--- config.mk ---
export PLATFORM = sky130hd
export DESIGN_NAME = cbrt8_shared_as
export DESIGN_NICKNAME = d
export VERILOG_FILES = /design/src/rtl/cbrt8_shared_as_pkg.sv /design/src/rtl/cbrt8_shared_as.sv
export SDC_FILE = /design/constraint.sdc
export NUM_CORES = 1
export LEC_CHECK = 0
export ABC_AREA = 1
export BUFFER_PORTS_ARGS = -buffer_cell sky130_fd_sc_hd__clkbuf_2
export CAP_MARGIN = 10
export CORE_MARGIN = 10
export CORE_UTILIZATION = 50
export DETAILED_ROUTE_END_ITERATION = 8
export PLACE_DENSITY = 0.69
export RECOVER_POWER = 50
export SLEW_MARGIN = 20
export SYNTH_ARGS = -nofsm -noshare
export SYNTH_HDL_FRONTEND = slang
export SYNTH_SLANG_ARGS = --single-unit
--- constraint.sdc ---
create_clock -name clk_i -period 4.23 [get_ports clk_i]
set_clock_uncertainty 0.15 [all_clocks]
set_input_delay 0.423 -clock clk_i [delete_from_list [all_inputs] [get_ports clk_i]]
set_output_delay 0.423 -clock clk_i [all_outputs]
set_load 0.005 [all_outputs]
--- src/rtl/cbrt8_shared_as_pkg.sv ---
`default_nettype none
// ============================================================================
// Module   : cbrt8_shared_as_pkg
// Purpose  : Shared definitions for the multicycle 8-bit cube-root unit:
//            FSM state encoding, shared adder/subtractor mode constants, the
//            bit-serial step constants and the trial-subtrahend helper.
// Ports    : none (package)
// Revision : 1.0 - initial release
// ============================================================================
package cbrt8_shared_as_pkg;

    // FSM states, explicitly encoded
    typedef enum logic [1:0] {
        ST_IDLE = 2'd0,
        ST_CALC = 2'd1,
        ST_SUB  = 2'd2,
        ST_DONE = 2'd3
    } state_t;

    // Shared adder/subtractor mode select
    localparam logic c_AS_ADD = 1'b1;
    localparam logic c_AS_SUB = 1'b0;

    // Shift amount sequence 6, 3, 0: one result bit per step
    localparam logic [2:0] c_S_FIRST = 3'd6;
    localparam logic [2:0] c_S_STEP  = 3'd3;

    // Trial subtrahend b = (3*y2*(y2+1) + 1) << s.
    // Operand pairs reached by the algorithm keep b below 256
    // (s=6: y2=0 -> 64; s=3: y2<=2 -> 152; s=0: y2<=6 -> 127), so 8 bits suffice.
    function automatic logic [7:0] trial_sub(input logic [2:0] y2, input logic [2:0] s);
        logic [7:0] y8;
        logic [7:0] t;
        y8 = {5'd0, y2};
        t  = 8'd3 * y8 * (y8 + 8'd1) + 8'd1;
        return t << s;
    endfunction

endpackage : cbrt8_shared_as_pkg
`default_nettype wire

--- src/rtl/cbrt8_shared_as.sv ---
`default_nettype none
// ============================================================================
// Module   : cbrt8_shared_as
// Purpose  : Multicycle integer cube root y = floor(cbrt(x)) of an 8-bit
//            operand (result 0..6). Trial subtractions are performed by the
//            ALU's shared adder/subtractor through a req/ready port; this
//            block only compares locally.
// Ports    :
//   clk_i        in   1  clock
//   rst_i        in   1  asynchronous active-low reset
//   x_bi         in   8  radicand, sampled on the accepted start cycle
//   start_i      in   1  start pulse, honoured only while idle
//   busy_o       out  1  high while a computation is in progress
//   y_bo         out  3  result, held until the next computation completes
//   addsub_ready in   1  shared adder granted to this unit this cycle
//   addsub_res   in   8  shared adder result (combinational, same cycle)
//   addsub_req   out  1  shared adder request
//   addsub_mode  out  1  1=add, 0=subtract (a-b)
//   addsub_a     out  8  adder operand A
//   addsub_b     out  8  adder operand B
// Revision : 1.0 - initial release
// ============================================================================
module cbrt8_shared_as
    import cbrt8_shared_as_pkg::*;
(
    input  logic       clk_i,
    input  logic       rst_i,
    input  logic [7:0] x_bi,
    input  logic       start_i,
    output logic       busy_o,
    output logic [2:0] y_bo,
    input  logic       addsub_ready,
    input  logic [7:0] addsub_res,
    output logic       addsub_req,
    output logic       addsub_mode,
    output logic [7:0] addsub_a,
    output logic [7:0] addsub_b
);

    state_t     r_state_q, w_state_d;
    logic [7:0] r_x_q,     w_x_d;
    logic [2:0] r_y_q,     w_y_d;
    logic [2:0] r_s_q,     w_s_d;
    logic       r_busy_q,  w_busy_d;
    logic [2:0] r_yo_q,    w_yo_d;
    logic       r_req_q,   w_req_d;
    logic       r_mode_q,  w_mode_d;
    logic [7:0] r_a_q,     w_a_d;
    logic [7:0] r_b_q,     w_b_d;

    logic [2:0] w_y2;
    logic [7:0] w_trial;
    logic       w_last;

    // y is at most 3 when doubled, so the shift never loses a bit
    assign w_y2    = r_y_q << 1;
    assign w_trial = trial_sub(w_y2, r_s_q);
    assign w_last  = (r_s_q == 3'd0);

    always_comb begin
        w_state_d = r_state_q;
        w_x_d     = r_x_q;
        w_y_d     = r_y_q;
        w_s_d     = r_s_q;
        w_busy_d  = r_busy_q;
        w_yo_d    = r_yo_q;
        w_req_d   = r_req_q;
        w_mode_d  = r_mode_q;
        w_a_d     = r_a_q;
        w_b_d     = r_b_q;

        case (r_state_q)
            ST_IDLE: begin
                if (start_i) begin
                    w_x_d     = x_bi;
                    w_y_d     = 3'd0;
                    w_s_d     = c_S_FIRST;
                    w_busy_d  = 1'b1;
                    w_state_d = ST_CALC;
                end
            end

            ST_CALC: begin
                // Commit the doubled y now; a successful subtraction adds 1 later
                w_y_d = w_y2;
                if (r_x_q >= w_trial) begin
                    // Bus values are registered here and frozen until the grant
                    w_req_d   = 1'b1;
                    w_mode_d  = c_AS_SUB;
                    w_a_d     = r_x_q;
                    w_b_d     = w_trial;
                    w_state_d = ST_SUB;
                end else if (w_last) begin
                    w_state_d = ST_DONE;
                end else begin
                    w_s_d = r_s_q - c_S_STEP;
                end
            end

            ST_SUB: begin
                // req is always high in this state, so ready alone is the grant
                if (addsub_ready) begin
                    w_x_d    = addsub_res;
                    w_y_d    = r_y_q + 3'd1;
                    w_req_d  = 1'b0;
                    w_mode_d = c_AS_SUB;
                    w_a_d    = 8'd0;
                    w_b_d    = 8'd0;
                    if (w_last) begin
                        w_state_d = ST_DONE;
                    end else begin
                        w_s_d     = r_s_q - c_S_STEP;
                        w_state_d = ST_CALC;
                    end
                end
            end

            ST_DONE: begin
                w_yo_d    = r_y_q;
                w_busy_d  = 1'b0;
                w_state_d = ST_IDLE;
            end

            default: begin
                w_state_d = ST_IDLE;
            end
        endcase
    end

    always_ff @(posedge clk_i or negedge rst_i) begin
        if (!rst_i) begin
            r_state_q <= ST_IDLE;
            r_x_q     <= 8'd0;
            r_y_q     <= 3'd0;
            r_s_q     <= 3'd0;
            r_busy_q  <= 1'b0;
            r_yo_q    <= 3'd0;
            r_req_q   <= 1'b0;
            r_mode_q  <= c_AS_SUB;
            r_a_q     <= 8'd0;
            r_b_q     <= 8'd0;
        end else begin
            r_state_q <= w_state_d;
            r_x_q     <= w_x_d;
            r_y_q     <= w_y_d;
            r_s_q     <= w_s_d;
            r_busy_q  <= w_busy_d;
            r_yo_q    <= w_yo_d;
            r_req_q   <= w_req_d;
            r_mode_q  <= w_mode_d;
            r_a_q     <= w_a_d;
            r_b_q     <= w_b_d;
        end
    end

    assign busy_o      = r_busy_q;
    assign y_bo        = r_yo_q;
    assign addsub_req  = r_req_q;
    assign addsub_mode = r_mode_q;
    assign addsub_a    = r_a_q;
    assign addsub_b    = r_b_q;

endmodule : cbrt8_shared_as
`default_nettype wire

==> impl_results.md <==
* H-Tree Depth at 2
* Post-cts hold buffer count at 0
* CTS root buf: clkbuf_8
* Wire per inst at 12.4 um
* Sw frac at 0.489
* CP Launch Type: flip-flop
* TritonCTS clock tree: yes
* Largest area contributor in the netlist: dfrtp_1
* Minimum clock period at 3.88 ns
* P&R area growth vs syn at 12.5%
* Largest net degree at the start of global routing at 38
* Setup TNS at 0 ns
* Crit. Startpoint: r_y_q[0]
* Final core occ at 0.581
* CP required at 4.31 ns
* # clock sinks at 37
* Internal power at 1.10 mW
* Commonest cells after routing, fill and taps aside: nand2_1 (119), dfrtp_1 (37), clkbuf_2 (34)
* PD cells at 776 nW/um2
* Distinct cells, synth at 34
* # IOs at 42
* Clk pwr share at 0.124
* Failing checks: max-capacitance violations, max-slew violations
* CP most frequent cell: nand2_1
* Via count of the routed design at 2060
* Post-route ant nets at 0
* # port buffers at 40
* Dominant cells by area after synthesis: dfrtp_1 (38%), nand2_1 (18%), ha_1 (14%)
* Critical-path cell list: inv_2 > ha_1 > ha_1 > ha_1 > ha_1 > inv_1 > nand3_1 > nand3_1 > nand3_1 > nand2_1 > inv_1 > nand2_1 > nand2_1 > inv_1 > ha_1 > nand2_1 > o21a_1 > nand2_1 > nand3_2 > inv_1 > nand2_1 > nand2_1
* Ys flop type: dfrtp_1
* Clock transition at path regs at 0.08 ns
* Reg2reg start: r_y_q[0]
* First-pass GRT wire length at 9320 um
* Hold Crit Start: x_bi[0]
* Total GRT Usage at 0.134
* Lkg Pwr at 1.55 nW
* Layout cells sized above 1 at 0.161
* Drt drc at 0
* Number of diodes at 0
* Worst slew pin tran at 1.90 ns
* DP Wirelength at 4170 um
* Setup Viol. Count Final at 0
* Net count after synthesis at 369
* Slowest CP cell: dfrtp_1
* Routability Congestion at 0.854
* Async SR Flop Fraction at 1.00
* Critical Path Max Stage Delay at 0.53 ns
* Die area at 8120 um2
* Max Slew Vio Count at 38
* Chip width at 90.1 um
* Vias per cell at 4.82
* Slew headroom at -0.267
* Total iterations of the first detailed-routing run at 4
* Fmax at 0.258 GHz
* Commonest non-fill, non-tap cell in the layout: nand2_1
* Initial Util at 0.517
* GRT overflow at 0
* Insertion delay to the later sink of the worst-skew pair at 0.29 ns
* Worst setup margin at 0.355 ns
* Worst VDD drop at 0.613 mV
* Setup Slack @ Placement at 0.355 ns
* Syn avg cell area at 7.66 um2
* Synthesized instance count at 321
* Seq pwr share at 0.300
* Syn. warnings at 0
* Top cell type's share of synthesized area at 0.377
* Vias in the first global route at 2059
* Unrepaired setup endpoints after global routing: false
* Post-CTS sizing at 0
* WL final at 5300 um
* MaxCap Viol Count at 1
* Row count at 25
* Initial antenna violation count at 0
* Hold Vio Cnt, Final at 0
* Part of the cycle the worst path needs at 0.916
* Nets@finish at 407
* Critical Path AT at 3.96 ns
* NetSw at 1.05 mW
* Gate power share at 0.575
* Setup Fix Bufs, Post-CTS at 0
* Endpoint class of the critical path: flip-flop
* Core ar. at 4750 um2
* Post-synth EDFFs at 0
* 1st-iter DRT viols at 93
* Area of the mapped netlist at 2460 um2
* CTS buffer count at 5
* Critical Path Fanout Max at 11
* Yosys reg bits at 37
* Hold WC Path Type: in -> reg
* Die Y-Extent at 90.1 um
* Filler cells at 467
* Kind of critical path: reg -> reg
* Status: finished, violations left
* Clock Path Buffers at 2
* Seq/Total Area, Yosys at 0.377
* Hold_ws at 0.209 ns
-- per-layer routing --
metal,global-route usage,share of wire,vias to the layer above
met5,0,0,-
met4,0.0358,0.012,0
met3,0.0341,0.037,6
met2,0.223,0.47,29
met1,0.166,0.48,922
li1,-,-,1103
-- worst max-delay path, delay by kind of cell (launching register included) --
kind / cells / cell delay (ns)
DFF: 1 / 0.53
adders and majority gates: 5 / 1.41
buffers and inverters: 5 / 0.55
AOI/OAI and AO/OA: 1 / 0.21
and+or+nand+nor: 11 / 0.96
-- cells by family (layout without fill, tap and decap cells) --
family          count (synthesis)  count (layout)  share of synthesized area
simple gates                  172             172                      0.300
buf+inv                        45              84                     0.0820
compound gates                 37              37                     0.0937
flops                          37              37                      0.377
fa+ha+maj                      28              28                      0.143
other cells                     1               1                    0.00153
xor+xnor                        1               1                    0.00356
-- power groups by stage --
stage,Sequential (mW),Combinational (mW),Clock [mW]
floorplan,0.595,1.04,0
global placement,0.646,1.22,0
detailed placement,0.652,1.25,0
CTS,0.645,1.26,0.269
global route,0.670,1.45,0.282
finish,0.644,1.23,0.267
-- synthesized netlist by cell type (2+ instances only) --
cell      count
inv_1        32
o21a_1        3
a21oi_1       5
ha_1         28
clkbuf_1      2
nand3_1      27
nand2_1     119
o211ai_1      2
o21ai_0      13
nand2_2       2
buf_4         2
nor2_1       12
a31oi_1       8
buf_6         3
dfrtp_1      37
or2_2         3
inv_2         3
nand2_4       2
or2_4         2
buf_2         2
-- registers in the layout (all words and copies together), names as in the netlist --
| signal | flops |
|---|---|
| addsub_a | 8 |
| addsub_b | 8 |
| addsub_req | 1 |
| busy_o | 1 |
| r_s_q | 3 |
| r_state_q | 2 |
| r_x_q | 8 |
| r_y_q | 3 |
| y_bo | 3 |
-- worst paths after layout --
| path | endpoint | slack (ns) | depth (start not counted) |
|---|---|---|---|
| max in group asynchronous | y_bo[2] | 2.34 | 1 |
| max | addsub_a[7] | 0.35 | 22 |
| max reg2reg | addsub_a[7] | 0.35 | 22 |
| min | r_x_q[0] | 0.21 | 3 |
| min in group asynchronous | addsub_b[6] | 0.49 | 1 |
| min reg2reg | addsub_a[6] | 0.34 | 2 |
-- stage by stage --
step / cells / area, um2 / total power, mW
after global placement: 419 / 2680 / 1.87
after global routing: 427 / 2760 / 2.40
after detailed placement: 419 / 2680 / 1.90
after CTS: 427 / 2770 / 2.17
final: 427 / 2760 / 2.14
after floorplan: 321 / 2460 / 1.63
-- cell type report --
type,instances,area [um2],share of cell area
Inverter,36,135,0.0489
Clock inverter,2,13.8,0.00498
Sequential cell,37,926,0.335
Timing Repair Buffer,40,193,0.0697
Clock buffer,6,82.6,0.0299
Multi-Input combinational cell,239,1330,0.481
Tap cell,67,83.8,0.0303
Note: power is estimated with default switching activity, not from simulation.
